--- src/rtl/fifo_stream_reader.sv ---
// Drains a synchronous FIFO into a valid/ready stream through a 2-entry skid buffer; optional beat counter via FIFO_STREAM_READER_STATS_EN.
// Latency: FIFO non-empty with idle buffer -> fifo_rd_en same cycle -> m_valid two cycles later; one beat per cycle sustained.
// Backpressure: reads are only issued when buffer slots plus in-flight reads leave room, so m_ready=0 stalls after two reads.
module fifo_stream_reader #(
  parameter int DATA_WIDTH = 8,
  parameter int BUF_DEPTH  = 2
) (
  input  logic                  clk,
  input  logic                  rst,
  input  logic                  flush,
  input  logic                  fifo_empty,
  output logic                  fifo_rd_en,
  input  logic [DATA_WIDTH-1:0] fifo_rd_data,
  output logic                  m_valid,
  input  logic                  m_ready,
  output logic [DATA_WIDTH-1:0] m_data,
  output logic [15:0]           beat_count
);

  localparam logic [2:0] BUF_SLOTS = 3'(BUF_DEPTH);

  logic [1:0]            occ;
  logic                  inflight;
  logic                  head;
  logic                  tail;
  logic [DATA_WIDTH-1:0] buf_mem [0:1];

  logic       pop;
  logic       push;
  logic [2:0] committed;

  assign pop  = m_valid && m_ready;
  assign push = inflight && !flush;

  // Slots already claimed after this cycle's pop; m_ready feeds straight into the read decision.
  assign committed  = {1'b0, occ} + {2'b00, inflight} - {2'b00, pop};
  assign fifo_rd_en = !rst && !flush && !fifo_empty && (committed < BUF_SLOTS);

  assign m_valid = (occ != 2'd0);
  assign m_data  = m_valid ? buf_mem[head] : '0;

  always_ff @(posedge clk) begin
    if (rst || flush) begin
      occ      <= 2'd0;
      inflight <= 1'b0;
      head     <= 1'b0;
      tail     <= 1'b0;
    end else begin
      inflight <= fifo_rd_en;
      occ      <= occ + {1'b0, push} - {1'b0, pop};
      if (push) tail <= ~tail;
      if (pop)  head <= ~head;
    end
  end

  // Storage carries no reset; occupancy alone decides what is visible.
  always_ff @(posedge clk) begin
    if (!rst && push) buf_mem[tail] <= fifo_rd_data;
  end

`ifdef FIFO_STREAM_READER_STATS_EN
  logic [15:0] beat_q;

  always_ff @(posedge clk) begin
    if (rst)
      beat_q <= 16'h0000;
    else if (pop && !flush)
      beat_q <= beat_q + 16'd1;
  end

  assign beat_count = beat_q;
`else
  assign beat_count = 16'h0000;
`endif

endmodule

--- config.mk ---
export PLATFORM = sky130hd
export DESIGN_NAME = fifo_stream_reader
export DESIGN_NICKNAME = d
export VERILOG_FILES = /design/src/rtl/fifo_stream_reader.sv
export SDC_FILE = /design/constraint.sdc
export NUM_CORES = 1
export LEC_CHECK = 0
export ABC_AREA = 1
export BUFFER_PORTS_ARGS = -buffer_cell sky130_fd_sc_hd__buf_2
export CAP_MARGIN = 10
export CORE_ASPECT_RATIO = 1.5
export CORE_MARGIN = 10
export CORE_UTILIZATION = 45
export CTS_BUF_LIST = sky130_fd_sc_hd__clkbuf_2
export DETAILED_ROUTE_END_ITERATION = 10
export PLACE_DENSITY_LB_ADDON = 0.05
export SLEW_MARGIN = 20
export SYNTH_ARGS = -nofsm -noshare
export SYNTH_HDL_FRONTEND = slang
export SYNTH_SLANG_ARGS = --single-unit
--- constraint.sdc ---
create_clock -name clk -period 1.6 [get_ports clk]
set_input_delay 0.08 -clock clk [delete_from_list [all_inputs] [get_ports clk]]
set_output_delay 0.08 -clock clk [all_outputs]
set_load 0.02 [all_outputs]
==> flow_metrics.py <==
metrics = {
    "drt": {
        "drt_iter0_markers": 21,
        "drt_wl_total_mm": 2.20,
        "vias": 804,
        "vias_per_cell": 4.57,
        "dr.pass1.iters": 4,
        "wl_per_cell_um": 12.5,
        "drc_errors": 0,
        "drtAntennaViolNets": 0,
    },
    "setup_path": {
        "end_kind": "primary output",
        "path_max_fanout": 3,
        "worstPathCellList": "nor2_4 -> nor2_2 -> nor2_2 -> o21ai_2 -> fa_1 -> nand3b_1 -> nor3_4 -> buf_6",
        "crit_top_cell": "nor2_2",
        "start_kind": "flop",
        "critPathSlowestCell": "fa_1",
        "cp_top_family": "simple AND/OR/NAND/NOR gates",
        "critPathBufInv": 1,
        "cpPeakStageDelay_ps": 490,
        "required_ps": 1520,
        "crit_type": "reg -> out",
        "cp.arrival_ps": 1960,
    },
    "layout": {
        "nets": 169,
        "area_delta_synth_final_pct": 29.5,
        "n_antenna_cell": 0,
        "final_common_cell": "nand2_1",
        "nFillCells": 210,
        "seqCellArea_um2": 608,
        "multiInputGateArea_um2": 397,
        "layout-drive-gt1-share_pct": 33.3,
        "final_core_util_pct": 61.0,
        "final_cell_mix": "26 x nand2_1, 21 x buf_2, 16 x conb_1, 16 x edfxtp_1, 12 x buf_4",
    },
    "global_routing": {
        "overflow": 0,
        "antenna_found_initial": 0,
        "grtUsageTotal_pct": 9.62,
        "grt_pass1_vias": 850,
        "grt_max_degree": 13,
        "grt_pass1_wl_mm": 3.70,
    },
    "clock_tree": {
        "clkLatencyLatePin_ps": 310,
        "cts_tree": "done",
        "numCtsBuffers": 3,
        "clk_path_buf_depth": 2,
        "clock-sinks": 22,
        "cts_root_buffer": "clkbuf_2",
        "clk_pin_slew_ps": 170,
        "htreeDepth": 1,
    },
    "timing": {
        "setup_viol": 2,
        "min_period_ps": 2040,
        "slew_violations": 0,
        "finalCritPeriodShare_pct": 128,
        "fin_ws_ps": -441,
        "rsz0062_at_grt": "true",
        "fmax_mhz": 490,
        "finClkSkew_ps": 16.5,
        "hold_viol": 0,
    },
    "placement": {
        "gp_congestion": 0.769,
        "dp_hpwl_mm": 1.81,
        "place_ws_ps": -199,
        "io_buffers": 22,
    },
    "job": {
        "drv_cap": 0,
    },
    "power": {
        "power.leakage_nw": 0.629,
        "p_sw_mw": 0.232,
        "sw_frac_of_total_pct": 24.5,
        "internal-power_mw": 0.716,
        "power_frac_seq_pct": 64.9,
        "power.density_nw_per_um2": 687,
        "clockPowerShare_pct": 21.6,
        "finalPower_mw": 0.948,
        "combPwrFrac_pct": 13.5,
        "peakVddDrop_mv": 0.441,
    },
    "die": {
        "die_area_um2": 4750,
        "start_util_pct": 47.1,
        "num_io_pins": 39,
        "fp-row-count": 21,
        "design.core.area_um2": 2260,
        "dieHeight_um": 79.6,
        "die_w_um": 59.7,
    },
    "logic_synthesis": {
        "synth_area_leader_cell": "edfxtp_1",
        "synth-seq-area-share_pct": 56.4,
        "syn_area_um2": 1060,
        "synth_area_per_cell_um2": 9.77,
        "ys_types": 20,
        "netlist_instances": 109,
        "yosysTopAreaCellShare_pct": 45.1,
        "synth.area.top_cells": "edfxtp_1 45%, dfxtp_1 11%, buf_4 11%",
        "synth-seq-cells": 22,
        "yosys_warnings": 0,
    },
    "min_path": {
        "hp-class": "in -> reg",
    },
    "status": {
        "failed_checks": "setup timing",
        "status": "complete, but fails checks",
    },
}
-- layout make-up --
cell class                 instances  share of cell area (%)
clock buffer                       3                    1.09
clock inverter                     1                   0.272
inverter                          10                    2.90
multi-input combinational         75                    28.8
sequential                        22                    44.1
tap                               23                    2.09
timing repair buffer              42                    20.8
-- stage by stage --
step           instance area (um^2)  std cells  TNS, ps  hold WS (ps)
3_5_place_dp                   1250        161     -199           276
4_1_cts                        1370        175     -660          58.2
3_3_place_gp                   1250        161     -159           268
6_report                       1380        176     -795          62.1
5_1_grt                        1380        176    -1040          28.1
2_1_floorplan                  1160        124     -136           179
-- power by group through the flow --
stage	sequential [mW]	clock, mW	combinational (mW)
3_3_place_gp	0.629	0	0.0992
4_1_cts	0.615	0.212	0.123
2_1_floorplan	0.630	0	0.0955
6_report	0.615	0.205	0.128
5_1_grt	0.616	0.238	0.139
3_5_place_dp	0.629	0	0.102
-- what timing repair did --
item | 4_1_cts | 5_1_grt
buffers inserted | 2 | 1
setup endpoints to repair | 2 | 8
gates resized for setup | 4 | 1
hold buffers | 8 | 0
cloned | 0 | 0
endpoints found under the hold margin | 16 | 0
pin swaps | 4 | 0
-- synth_stat cells --
| cell type | number |
|---|---|
| nand2_1 | 27 |
| buf_4 | 16 |
| edfxtp_1 | 16 |
| nor2_1 | 10 |
| a21oi_1 | 9 |
| inv_1 | 9 |
| dfxtp_1 | 6 |
| nor3_1 | 3 |
| nor2_2 | 2 |
| buf_2 | 1 |
| conb_1 | 1 |
| fa_1 | 1 |
| ha_1 | 1 |
| inv_2 | 1 |
| nand2_4 | 1 |
| nand3_2 | 1 |
| nand3b_1 | 1 |
| nor2_4 | 1 |
| o21ai_1 | 1 |
| xnor2_1 | 1 |
-- flip-flops by register name, indices dropped and copies added (netlist names), named ones only --
signal,flops
inflight,1
tail,1
head,1
occ,2
buf_mem,16
-- layer usage --
layer,routed length [um],part of all wire [%],track usage (%)
met5,0,0,0
met4,26,1.2,2.70
met3,200,9.1,3.34
met2,1260,57,18.1
met1,719,33,9.28
-- worst paths after layout --
check / endpoint / slack (ps) / from / cells past startpoint
max: fifo_rd_en / -440 / occ[0] / 8
min reg2reg: tail / 480 / tail / 2
max reg2reg: inflight / -350 / occ[0] / 10
min: occ[1] / 60 / flush / 4
-- worst reg2reg max path, cell delays in order (launching register included) --
cell	delay, ps
dfxtp_4	390
nor2_4	110
nor2_2	50
nor2_2	130
o21ai_2	80
fa_1	490
nand3b_1	140
buf_4	160
buf_4	120
buf_4	120
nor3_1	120
-- cells by family after synthesis --
family	after synthesis	share of synthesized area (%)
AO/OA/AOI/OAI	10	4.70
buffers and inverters	27	15.3
flip-flops	22	56.4
XOR/XNOR	1	0.823
other	1	0.352
AND/OR/NAND/NOR	46	19.4
adder cells (fa/ha/maj)	2	3.06
No activity file was read; power rests on OpenSTA's default activity.
